$ cat config.mk
export PLATFORM = sky130hd
export DESIGN_NAME = sram_rw_ctrl
export DESIGN_NICKNAME = d
export VERILOG_FILES = /design/src/rtl/sram_pkg.sv /design/src/rtl/sram_sense_latch.sv /design/src/rtl/sram_rw_ctrl.sv
export SDC_FILE = /design/constraint.sdc
export NUM_CORES = 1
export LEC_CHECK = 0
export CAP_MARGIN = 15
export CORE_UTILIZATION = 40
export DETAILED_ROUTE_END_ITERATION = 12
export GPL_TIMING_DRIVEN = 0
export HOLD_SLACK_MARGIN = 0.1
export PLACE_DENSITY = 0.72
export SYNTH_ARGS = -nofsm -noshare
export SYNTH_HDL_FRONTEND = slang
export SYNTH_SLANG_ARGS = --single-unit
$ cat constraint.sdc
create_clock -name clk -period 2.7 [get_ports clk]
set_clock_uncertainty 0.15 [all_clocks]
set_input_delay 0.54 -clock clk [delete_from_list [all_inputs] [get_ports clk]]
set_output_delay 0.54 -clock clk [all_outputs]
set_load 0.03 [all_outputs]
$ cat src/rtl/sram_pkg.sv
// Shared types and default geometry/timing for the SRAM read/write controller.
package sram_pkg;

  localparam int DEF_ROWS     = 8;
  localparam int DEF_COLS     = 8;
  localparam int DEF_WR_PULSE = 2;
  localparam int DEF_PRE_CYC  = 1;
  localparam int DEF_ACC_CYC  = 2;

  typedef enum logic [2:0] {
    IDLE    = 3'd0,
    W_SETUP = 3'd1,
    W_PULSE = 3'd2,
    W_HOLD  = 3'd3,
    R_PRE   = 3'd4,
    R_ACC   = 3'd5,
    RESP    = 3'd6
  } state_t;

  function automatic int max3(input int a, input int b, input int c);
    int m;
    m = (a > b) ? a : b;
    return (m > c) ? m : c;
  endfunction

endpackage

$ cat src/rtl/sram_sense_latch.sv
// Per-column differential sense: resolves bit-line pairs into data bits,
// flags columns with equal levels, and holds the result until reloaded.
module sram_sense_latch #(
  parameter int COLS = 8
) (
  input  logic            clk,
  input  logic            rst,
  input  logic            capture,
  input  logic            clear,
  input  logic            force_err,
  input  logic [COLS-1:0] bl,
  input  logic [COLS-1:0] blb,
  output logic [COLS-1:0] data,
  output logic            err
);

  logic [COLS-1:0] bit_val;
  logic [COLS-1:0] bit_bad;

  // Only a clean bl=1/blb=0 pair reads as 1; any equal pair reads as 0 and is bad.
  always_comb begin
    bit_val = bl & ~blb;
    bit_bad = ~(bl ^ blb);
  end

  always_ff @(posedge clk or posedge rst) begin
    if (rst) begin
      data <= '0;
      err  <= 1'b0;
    end else if (capture) begin
      data <= bit_val;
      err  <= |bit_bad;
    end else if (clear) begin
      data <= '0;
      err  <= force_err;
    end
  end

endmodule

$ cat src/rtl/sram_rw_ctrl.sv
// SRAM word-line / bit-line sequencer: one request at a time, timed write
// and read phases, registered array-facing outputs and a one-cycle response.
module sram_rw_ctrl
  import sram_pkg::*;
#(
  parameter int ROWS     = DEF_ROWS,
  parameter int COLS     = DEF_COLS,
  parameter int WR_PULSE = DEF_WR_PULSE,
  parameter int PRE_CYC  = DEF_PRE_CYC,
  parameter int ACC_CYC  = DEF_ACC_CYC,
  localparam int AW      = (ROWS > 1) ? $clog2(ROWS) : 1
) (
  input  logic            clk,
  input  logic            rst,
  // Handshake: a request transfers on a rising edge where req_valid and
  // req_ready are both 1; req_ready is high only while idle, and the
  // requester must hold we/addr/wdata stable while req_valid is high.
  input  logic            req_valid,
  output logic            req_ready,
  input  logic            req_we,
  input  logic [AW-1:0]   req_addr,
  input  logic [COLS-1:0] req_wdata,
  output logic [ROWS-1:0] row_wr,
  output logic [ROWS-1:0] row_rd,
  output logic [COLS-1:0] bl_wr,
  output logic [COLS-1:0] blb_wr,
  output logic            pre_rd,
  input  logic [COLS-1:0] bl_rd,
  input  logic [COLS-1:0] blb_rd,
  output logic            rsp_valid,
  output logic            rsp_we,
  output logic [COLS-1:0] rsp_rdata,
  output logic            rsp_err,
  output state_t          state
);

  localparam int MAXC = max3(WR_PULSE, PRE_CYC, ACC_CYC);
  localparam int CW   = (MAXC > 1) ? $clog2(MAXC) : 1;

  state_t          next_state;
  logic [CW-1:0]   cnt;
  logic [CW-1:0]   cnt_next;
  logic            we_q;
  logic [AW-1:0]   addr_q;
  logic [COLS-1:0] wdata_q;

  logic            accept;
  logic            addr_bad;
  logic            we_n;
  logic [AW-1:0]   addr_n;
  logic [COLS-1:0] wdata_n;
  logic [ROWS-1:0] row_dec;
  logic            sense_capture;
  logic            sense_clear;
  logic            sense_force_err;

  assign req_ready = (state == IDLE);
  assign accept    = req_valid && req_ready;
  assign addr_bad  = ({1'b0, req_addr} >= (AW+1)'(ROWS));

  // Values that will be latched at this edge, so registered outputs line up
  // with the state they belong to.
  assign we_n    = accept ? req_we    : we_q;
  assign addr_n  = accept ? req_addr  : addr_q;
  assign wdata_n = accept ? req_wdata : wdata_q;

  always_comb begin
    row_dec = '0;
    for (int i = 0; i < ROWS; i++) begin
      row_dec[i] = (addr_n == AW'(i));
    end
  end

  always_comb begin
    next_state = state;
    case (state)
      IDLE: begin
        if (accept) begin
          if (addr_bad)    next_state = RESP;
          else if (req_we) next_state = W_SETUP;
          else             next_state = R_PRE;
        end
      end
      W_SETUP: next_state = W_PULSE;
      W_PULSE: if (cnt == '0) next_state = W_HOLD;
      W_HOLD:  next_state = RESP;
      R_PRE:   if (cnt == '0) next_state = R_ACC;
      R_ACC:   if (cnt == '0) next_state = RESP;
      RESP:    next_state = IDLE;
      default: next_state = IDLE;
    endcase
  end

  // Counter reloads on each state entry and saturates at zero.
  always_comb begin
    cnt_next = cnt;
    if (next_state != state) begin
      case (next_state)
        W_PULSE: cnt_next = CW'(WR_PULSE - 1);
        R_PRE:   cnt_next = CW'(PRE_CYC - 1);
        R_ACC:   cnt_next = CW'(ACC_CYC - 1);
        default: cnt_next = '0;
      endcase
    end else if (cnt != '0) begin
      cnt_next = cnt - 1'b1;
    end
  end

  always_comb begin
    sense_capture   = (state == R_ACC) && (cnt == '0);
    sense_clear     = (next_state == RESP) && (state != RESP) && !sense_capture;
    sense_force_err = (state == IDLE);
  end

  always_ff @(posedge clk or posedge rst) begin
    if (rst) begin
      state   <= IDLE;
      cnt     <= '0;
      we_q    <= 1'b0;
      addr_q  <= '0;
      wdata_q <= '0;
    end else begin
      state   <= next_state;
      cnt     <= cnt_next;
      we_q    <= we_n;
      addr_q  <= addr_n;
      wdata_q <= wdata_n;
    end
  end

  always_ff @(posedge clk or posedge rst) begin
    if (rst) begin
      row_wr    <= '0;
      row_rd    <= '0;
      bl_wr     <= '0;
      blb_wr    <= '0;
      pre_rd    <= 1'b0;
      rsp_valid <= 1'b0;
      rsp_we    <= 1'b0;
    end else begin
      row_wr    <= (next_state == W_PULSE) ? row_dec : '0;
      row_rd    <= (next_state == R_ACC)   ? row_dec : '0;
      pre_rd    <= (next_state == R_PRE);
      rsp_valid <= (next_state == RESP);
      if (next_state == W_SETUP || next_state == W_PULSE || next_state == W_HOLD) begin
        bl_wr  <= wdata_n;
        blb_wr <= ~wdata_n;
      end else begin
        bl_wr  <= '0;
        blb_wr <= '0;
      end
      if (next_state == RESP && state != RESP) rsp_we <= we_n;
    end
  end

  sram_sense_latch #(.COLS(COLS)) u_sense (
    .clk       (clk),
    .rst       (rst),
    .capture   (sense_capture),
    .clear     (sense_clear),
    .force_err (sense_force_err),
    .bl        (bl_rd),
    .blb       (blb_rd),
    .data      (rsp_rdata),
    .err       (rsp_err)
  );

endmodule

### Word-level counts from Yosys, hierarchy flattened

Cells that the tools add are included.

| word-level totals | value |
|---|---|
| bits of input ports | 31 |
| register bits after elaboration | 60 |
| logic and storage cells | 73 |
| output and inout bits | 48 |

| cells by class | value |
|---|---|
| bitwise operators | 6 |
| equal/unequal tests | 20 |
| muxes and demuxes | 20 |
| add/sub/neg operators | 1 |
| reduce and logical (&&, ||, !) cells | 12 |

Operators with widths:

| cell | number |
|---|---|
| two-way mux 8 bit | 7 |
| == test 3 bit, second input constant | 9 |
| NOT 8 bit | 3 |
| == test 3 x 2 -> 1 bit, second input constant | 6 |
| two-way mux 3 bit | 6 |
| case mux 3 bit (6 select lines) | 1 |
| == test 3 x 1 -> 1 bit, second input constant | 3 |
| AND 8 bit | 1 |
| OR reduction 8 bit | 1 |
| XOR 8 bit | 1 |
| logical NOT 3 bit | 2 |
| two-way mux 1 bit | 6 |
| logical AND 1 bit | 4 |
| != test 3 bit | 1 |
| != test 3 bit, second input constant | 1 |
| logical OR 1 bit | 2 |
| nonzero test 2 bit | 1 |
| OR reduction 2 bit | 1 |
| logical NOT 1 bit | 1 |
| NOT 1 bit | 1 |
| subtractor 1 bit, second input constant | 1 |

### Depth between registers and ports, before layout

| logic depth | value |
|---|---|
| word-level depth | 9 |
| depth in mapped cells | 6 |
| gate-level depth less buffers | 5 |

### Cells and area by module

From an unflattened synthesis, not the netlist that was laid out.

| unflattened totals | value |
|---|---|
| cell total of the unflattened synthesis | 191 |
| area total of the unflattened synthesis | 2394.8 um^2 |

Modules (own cells, without submodules):

| module | area each (um^2) | seq. area each (um^2) | cells each | instances |
|---|---|---|---|---|
| sram_rw_ctrl | 1880.6 | 1276.2 | 142 | 1 |
| sram_sense_latch | 514.2 | 225.2 | 49 | 1 |

### Worst setup path before layout

Ideal clock, no wire load.

| timing | value |
|---|---|
| kind | reg-to-output |
| start | register state[1] |
| end | output port req_ready |
| data required time | 2010 ps |
| setup slack | 399 ps |
| data arrival time | 1611 ps |
| cell stages (with the launch flop) | 4 |
| buffers on the path | 2 |
| cells stage by stage | dfrtp_1 > buf_2 > clkbuf_1 > nor3_1 |

| between the ends | value |
|---|---|
| word-level cells in the longest chain between the ends | 1 |

Ends and longest elaborated chain:

| what | RTL line | source |
|---|---|---|
| start: declaration | sram_rw_ctrl.sv:34 | `output state_t state` |
| start signal: assignment | sram_rw_ctrl.sv:123 | `state <= next_state;` |
| logical NOT 3 bit | sram_rw_ctrl.sv:57 | `assign req_ready = (state == IDLE);` |
| end: declaration | sram_rw_ctrl.sv:19 | `output logic req_ready,` |

Every way passes these cells.

### Worst setup path in the final report

Same ends and word-level chain as after synthesis.

==> metrics <==
DRT iter0 DRCs 37; cell count after synthesis 182; Slew HR 0.593; grt ovf 0; worst slew pin tran 0.609 ns; ys flop type dfrtp_1; Required @ worst endpoint 2.01 ns; PwrDens 1140 nW/um^2; CP cell instances buf_2 > clkbuf_1 > nor3_1 > dlygate4sd2_1; Pint 0.00243 W; final worst path period share 0.919; syn avg cell area 12.9 um^2; Hold Path Stages 1; FMAX 403 MHz; largest net degree at the start of global routing 33; GRT Overall Usage 0.162; setup TNS 0 ns; pre-CTS WS -0.214 ns; die area 6200 um^2; arrival time worst endpoint 1.79 ns; Worst Reg-to-Reg Cells 5; antenna violations before repair 0; vias per inst 4.78; VDD IR max 481 uV; Clock Path Buffers 2; sw frac 0.383; Clk Latency, worst-skew pair 0.32 ns; CP endpoint kind primary output; standard-cell rows 27; Worst setup SP type flip-flop; Synth cell types 34; initial core utilization 0.422; crit-path max FO 10; Synth async-reset ratio 1.00; CTS tree built; Die Y 78.7 um; Slowest cell on crit path dfrtp_1; Combinational Power Share 0.465; vias post-DR 1668; most common cell in the netlist dfrtp_1; setup bufs post-CTS 0; Final min period 2.48 ns; Clock power frac 0.202; post-synthesis sequential area ratio 0.638; Worst Hold Class reg -> reg; NetSw 0.00151 W; # fillers 461; ANT cells 0; final setup fails 0; ranking of synthesized cells by area dfrtp_1 64%, mux2_2 4.8%, ha_1 4.3%, a22o_1 3.3%, nor2b_1 2.7%; final total power 0.00395 W; share of the synthesized area in the top cell type 0.638; Core Util, Final 0.620; RSZ-0062 raised after global routing no; clk root buf clkbuf_8; post-CTS sizing 1; number of global-route vias before repair 1615; share of cells above drive strength 1 0.134; first-pass GRT wire length 7580 um; maxcap violations 0; P&R area growth vs syn 46.7%; Seq pwr share 0.334; die width 78.7 um; wire per inst 13.1 um; Non-Filler Instances 349; Syn Nets 221; most common library cells after synthesis 60 x dfrtp_1, 12 x inv_1, 12 x nor2_1; final hold violations 0; Clock H-tree levels 3; clock transition at the registers of the reported paths 0.06 ns; Pins Over Slew Limit 0; Core Region 5570 um^2; dominant cell type by area after synthesis dfrtp_1; drt total wl 4560 um; Layout Nets 311; Post-DRT Antenna Nets 0; DRT Pass-1 Iters 4; DRC Markers 0; clock sinks 60; cts bufs inserted 9; Synth Register Bits 60; Syn. warnings 0; EDFF count, synth 0; Post-CTS Hold Buffers 0; cell area after synthesis 2350 um^2; Leakage 1.54 nW; DPL Wire Length 3280 um; input/output buffers 78; largest stage delay on the critical path 0.42 ns; final worst slack 0.218 ns; outcome finished, final reports clean; final RePlAce weighted congestion 0.761; Crit Path Class reg -> out; # placed instances 333; top-level I/O count 79
## worst max-delay path, delay by kind of cell, from the launching register on
| kind | cells | cell delay (ns) |
|---|---|---|
| buffers and inverters | 3 | 0.84 |
| and+or+nand+nor | 1 | 0.21 |
| DFF | 1 | 0.42 |
## worst paths after layout
path	start	endpoint	slack (ns)
worst max-delay path	state[1]	req_ready	0.22
min in group asynchronous	rst	row_rd[7]	0.46
worst min-delay path	we_q	we_q	0.34
max in group asynchronous	rst	wdata_q[6]	1.36
worst min register to register	we_q	we_q	0.34
worst max register to register	state[0]	row_wr[4]	0.44
## metal layers
| layer | up-vias | GRT usage | routed length, um |
|---|---|---|---|
| li1 | 810 | - | - |
| met1 | 778 | 0.191 | 1850 |
| met2 | 73 | 0.257 | 2230 |
| met3 | 7 | 0.0782 | 443 |
| met4 | 0 | 0.0556 | 42 |
| met5 | - | 0 | 0 |
## per-stage QoR
step | cell area (um^2) | hold slack, ns
6_report | 3450 | 0.344
5_1_grt | 3450 | 0.370
4_1_cts | 3450 | 0.348
3_5_place_dp | 3250 | 0.335
3_3_place_gp | 3230 | 0.333
2_1_floorplan | 2350 | 0.319
## power by group through the flow
stage / clock network (W) / logic (W) / registers [W]
floorplan: 0 / 0.000774 / 0.00173
global placement: 0 / 0.00180 / 0.00133
detailed placement: 0 / 0.00183 / 0.00133
CTS: 0.000814 / 0.00184 / 0.00132
global route: 0.000856 / 0.00199 / 0.00135
finish: 0.000796 / 0.00183 / 0.00132
## flip-flops by register name, indices dropped and copies added (netlist names)
name and cells:
blb_wr 8, row_rd 8, addr_q 3, rsp_we 1, wdata_q 8, row_wr 8, we_q 1, state 3
u_sense.err 1, bl_wr 8, pre_rd 1, u_sense.data 8, rsp_valid 1, cnt 1
## final cells by class
class / instances / area [um^2] / share of cell area
Buffer: 11 / 61.3 / 0.0177
Clock buffer: 12 / 155 / 0.0449
Clock inverter: 4 / 47.5 / 0.0138
Inverter: 14 / 52.6 / 0.0152
Multi-Input combinational cell: 97 / 747 / 0.216
Sequential cell: 60 / 1500 / 0.435
Tap cell: 72 / 90.1 / 0.0261
Timing Repair Buffer: 79 / 800 / 0.231
## logic make-up (layout without fill, tap and decap cells)
kind of cell | count (synthesis) | count (layout) | synth area share
buffers and inverters | 25 | 120 | 0.0483
adders and majority gates | 8 | 8 | 0.0425
and+or+nand+nor | 54 | 54 | 0.139
DFF | 60 | 60 | 0.638
AOI/OAI and AO/OA | 20 | 20 | 0.0632
xor gates and xnor gates | 2 | 2 | 0.00744
muxes | 13 | 13 | 0.0622
## cell usage in the layout (no fill, tap or decap), types with 2 or more instances in the layout
cell	instances
a21oi_1	2
a22o_1	9
buf_6	2
clkbuf_1	7
clkbuf_8	11
clkdlybuf4s50_1	77
clkinv_2	2
dfrtp_1	60
ha_1	8
inv_1	11
inv_2	3
mux2_2	10
mux2i_2	3
nand2_1	2
nand4b_1	2
nor2_1	12
nor2b_1	10
nor3_1	10
nor3b_1	3
nor4_1	10
o21ai_0	4
Power figures use the tool's default switching activity.
==> patch 1: new RTL, same flow settings <==
Change the package constant `DEF_COLS` from 8 to 12.
--- a/src/rtl/sram_pkg.sv
+++ b/src/rtl/sram_pkg.sv
@@ -4,3 +4,3 @@
   localparam int DEF_ROWS     = 8;
-  localparam int DEF_COLS     = 8;
+  localparam int DEF_COLS     = 12;
   localparam int DEF_WR_PULSE = 2;
Interface: changed (6 resized); port bits go from 79 to 103. The function was not compared with the original's and may differ.
==> patch 1 against the original RTL <==
Final area up 24%; largest cell class unchanged; die area up 23%; critical path depth up 2; total power up 29%; routed wire length up 29%; worst setup slack worse by 12 ps; sequential share of layout area up 0.84 points; synthesized area up 24%; sequential cell count up 16; synthesized cell count up 20%; via count up 24%; maximum frequency down 0.48%; sequential power up 34%.
==> patch 1: results (changes against the original RTL) <==
stage,metric,value,unit,change
status,status,"finished, final reports clean",,
drt,final wirelength,5890,um,+29%
synthesis,Synth area leaders,"dfrtp_1 (65%), mux2_2 (5.4%), ha_1 (5.1%)",,
drt,met1 WL,2580,um,+40%
synthesis,sequential area share after synthesis,65.2,%,+1.4 points
pwr,maximum VDD drop,0.000441,V,-8.2%
pwr,leakage,1.92,nW,+25%
place,I/O Buffers,102,,+31%
synthesis,syn_nets,273,,+24%
worst_setup_path,critical path's largest stage delay,560,ps,+140 ps
drt,met2 WL,2810,um,+26%
worst_setup_path,CP max FO,9,,-1
drt,drt first-iter violations,77,,+110%
place,setup slack after placement,-460,ps,-246 ps
drt,drt via density,4.77,,-0.20%
cts,worst skew pair latency,340,ps,+20 ps
global_route,largest net degree at the start of global routing,77,,+130%
worst_setup_path,Critical Path AT,2580,ps,+790 ps
drt,WL met3,410,um,-7.4%
global_route,gr usage total,16.7,%,+0.52 points
synthesis,Syn Area/Cell,13.4,um2,+3.5%
place,placer congestion estimate,0.739,,-2.9%
global_route,number of global-route vias before repair,1986,,+23%
synthesis,Cell variety after synth,31,,-8.8%
layout,Nets,388,,+25%
layout,ratio of cells with drive above 1 in the final layout,13.0,%,-0.34 points
worst_setup_path,CP max stage cell,clkdlybuf4s50_1,,
synthesis,Post-synth top cells,"dfrtp_1 (76), nor4_1 (19), inv_1 (15)",,
cts,Clock Pin Slew Worst Setup and Hold Paths,80,ps,+20 ps
sta,Worst-Margin Slew,904,ps,+294 ps
global_route,first-pass GRT wire length,9440,um,+25%
place,post-DP HPWL,4120,um,+26%
[patch 1: final timing paths]
path	cells after the start	from	slack (ps)	endpoint
max	6	req_valid	210	row_wr[4]$_DFF_PP0_
min	1	u_sense.data[0]$_DFFE_PP0P_	360	u_sense.data[0]$_DFFE_PP0P_
max reg2reg	6	state[1]$_DFF_PP0_	390	row_wr[4]$_DFF_PP0_
min reg2reg	1	u_sense.data[0]$_DFFE_PP0P_	360	u_sense.data[0]$_DFFE_PP0P_
max in group asynchronous	2	rst	1220	row_wr[6]$_DFF_PP0_
min in group asynchronous	2	rst	590	blb_wr[8]$_DFF_PP0_
[patch 1: area by class of cell]
cell class                      instances  area share (%)
Buffer                                  9            1.05
Clock buffer                           10            3.21
Clock inverter                          6            1.49
Inverter                               18            1.63
Multi-Input combinational cell        115            21.3
Sequential cell                        76            44.3
Tap cell                               96            2.80
Timing Repair Buffer                  104            24.2
[patch 1: through the flow]
stage                     power [mW]  instance area, um2
after floorplan                 3.29                2920
after global placement          4.19                4060
after detailed placement        4.24                4060
after CTS                       5.13                4280
after global routing            5.39                4290
final                           5.09                4290
[patch 1: kinds of logic after synthesis]
| logic type | after synthesis | share of synthesized area (%) |
|---|---|---|
| simple gates | 60 | 12.4 |
| compound gates | 25 | 6.69 |
| mux | 17 | 6.43 |
| xor+xnor | 1 | 0.300 |
| fa+ha+maj | 12 | 5.14 |
| buf+inv | 27 | 3.86 |
| flops | 76 | 65.2 |
[patch 1: report_power, final]
part	internal [mW]	total (mW)	switching [mW]
Clock	0.450	0.861	0.411
Sequential	1.58	1.77	0.192
Combinational	1.04	2.46	1.42
Total	3.07	5.09	2.02
[patch 1: per-layer routing]
layer	vias up	global-route usage [%]
met3	7	5.78
met5	-	0
li1	991	-
met1	997	21.3
met4	0	7.15
met2	75	26.0
[patch 1: repair_timing]
action                     in CTS  in global routing
buffers inserted                0                  2
cloned                          0                  0
hold buffers                    0                  0
hold endpoints to repair        0                  0
gates resized for setup         3                  1
setup endpoints to repair      10                 13
==> patch 2: new RTL, config.mk and constraints unchanged <==
Made on the original files. Register the output `rsp_err`; this adds one clock of latency there. The other outputs are not delayed to match.
--- a/src/rtl/sram_rw_ctrl.sv
+++ b/src/rtl/sram_rw_ctrl.sv
@@ -38,2 +38,4 @@
   localparam int CW   = (MAXC > 1) ? $clog2(MAXC) : 1;
+
+  logic rsp_err_d;
 
@@ -164,4 +166,8 @@
     .data      (rsp_rdata),
-    .err       (rsp_err)
+    .err       (rsp_err_d)
   );
+
+  always_ff @(posedge clk) begin
+    rsp_err <= rsp_err_d;
+  end
 
Function: changed (Yosys sat finds a counterexample within 10 cycles, from zero or initial values and one cycle with rst high).
==> patch 2 against the original RTL <==
Cell count rose by 0.29%; sequential cell count rose by 1; register-to-register slack worse by 40 ps; final area down 0.69%; clock power down 17%; routed wire length is 3.3% higher; synthesized area is 0.85% higher; total power down 2.7%; worst setup slack better by 14 ps.
==> patch 2: results (changes against the original RTL) <==
stage,metric,value,unit,change
synthesis,Post-synth top cells,"dfrtp_1 (60), inv_1 (12), nor2_1 (12)",,
place,placer congestion estimate,0.764,,+0.41%
drt,drt pass-1 iters,4,,unchanged
global_route,number of global-route vias before repair,1658,,+2.7%
drt,drt first-iter violations,42,,+14%
pwr,maximum VDD drop,0.000488,V,+1.5%
place,post-DP HPWL,3330,um,+1.7%
cts,post-CTS setup buffers,0,,unchanged
place,dpl cell area,0.00327,mm2,+0.62%
worst_setup_path,CP max FO,10,,unchanged
status,status,"finished, final reports clean",,
global_route,first-pass GRT wire length,7750,um,+2.3%
global_route,initial antenna violation count,0,,unchanged
cts,H-Tree Depth,3,,unchanged
cts,clk root buf,clkbuf_8,,
layout,Diodes inserted,0,,unchanged
synthesis,synth warn,0,,unchanged
worst_setup_path,Critical Path AT,1780,ps,
place,I/O Buffers,78,,unchanged
cts,worst skew pair latency,330,ps,
synthesis,syn_nets,222,,+0.45%
synthesis,sequential area share after synthesis,64.1,%,+0.31 points
sta,Worst-Margin Slew,652,ps,+42.5 ps
pwr,Int Power,2.31,mW,-5.0%
global_route,gr usage total,16.7,%,+0.47 points
synthesis,Synth area leaders,"dfrtp_1 (63%), mux2_2 (4.7%), ha_1 (4.2%)",,
layout,fill count,472,,+2.4%
synthesis,prevailing post-synth register cell,dfrtp_1,,
place,setup slack after placement,-262,ps,-48.1 ps
drt,routed len/inst,13.5,um,+3.0%
global_route,largest net degree at the start of global routing,33,,unchanged
hold_path,HP Class,register to register,,
synthesis,fraction of registers with async set/reset,98.4,%,-1.6 points
layout,ratio of cells with drive above 1 in the final layout,12.9,%,-0.41 points
synthesis,Cell variety after synth,35,,+2.9%
drt,post-route ant nets,0,,unchanged
layout,Nets,312,,+0.32%
cts,Clock Pin Slew Worst Setup and Hold Paths,60,ps,about the same
cts,CTS Buffer Depth,2,,unchanged
drt,drt via density,4.83,,+0.97%
pwr,leakage,1.53,nW,-0.73%
patch 2: changes by cell type after synthesis, sizes merged:
| cell | before | now |
|---|---|---|
| dfxtp | 0 | 1 |
patch 2: worst paths after layout:
kind | from | cells past startpoint | endpoint | slack [ps]
worst max-delay path | state[1]$_DFF_PP0_ | 4 | req_ready | 230
worst min-delay path | u_sense.err$_DFFE_PP0P_ | 0 | rsp_err$_DFF_P_ | 230
worst max register to register | state[0]$_DFF_PP0_ | 6 | row_wr[2]$_DFF_PP0_ | 400
worst min register to register | u_sense.err$_DFFE_PP0P_ | 0 | rsp_err$_DFF_P_ | 230
max in group asynchronous | rst | 3 | u_sense.data[6]$_DFFE_PP0P_ | 1340
min in group asynchronous | rst | 2 | row_rd[7]$_DFF_PP0_ | 470
patch 2: area by class of cell:
type / instances / area (um2) / area share (%)
well taps: 72 / 90.1 / 2.63
repair buffers: 79 / 800 / 23.3
flip-flops and latches: 61 / 1520 / 44.3
clock inverters: 5 / 27.5 / 0.802
inverters: 14 / 52.6 / 1.53
clock buffers: 11 / 131 / 3.83
plain buffers: 11 / 61.3 / 1.79
multi-input cells: 97 / 747 / 21.8
patch 2: routing by layer:
metal | wire length (um) | global-route usage (%) | up-vias
met5 | 0 | 0 | -
met4 | 74 | 8.73 | 0
met1 | 2020 | 20.4 | 798
li1 | - | - | 813
met3 | 345 | 5.75 | 9
met2 | 2280 | 25.9 | 69
patch 2: power by group through the flow:
| stage | logic, mW | registers [mW] | clock network [mW] |
|---|---|---|---|
| global placement | 1.81 | 1.35 | 0 |
| detailed placement | 1.84 | 1.36 | 0 |
| finish | 1.84 | 1.35 | 0.658 |
| global route | 1.99 | 1.38 | 0.717 |
| CTS | 1.84 | 1.35 | 0.683 |
| floorplan | 0.774 | 1.76 | 0 |
patch 2: cells by family (layout without fill, tap and decap cells):
kind of cell    Yosys count  count (layout)  share of synthesized area, %
xor+xnor                  2               2                         0.738
fa+ha+maj                 8               8                          4.22
flops                    61              61                          64.1
simple gates             54              54                          13.8
compound gates           20              20                          6.27
mux                      13              13                          6.16
buf+inv                  25             120                          4.79
patch 2: timing repair:
action,in CTS,in global routing
pin swaps,0,0
gates cloned,0,0
endpoints found under the setup margin,1,5
gates resized for setup,1,2
patch 2: critical path, stage by stage, from the launching register on:
cell	delay, ps
dfrtp_1	420
buf_2	200
clkbuf_1	220
nor3_1	200
dlygate4sd2_1	410
patch 2: stage by stage:
| step | hold slack, ps | cells |
|---|---|---|
| 2_1_floorplan | 198 | 183 |
| 3_3_place_gp | 211 | 333 |
| 3_5_place_dp | 221 | 334 |
| 4_1_cts | 235 | 350 |
| 5_1_grt | 243 | 350 |
| 6_report | 228 | 350 |
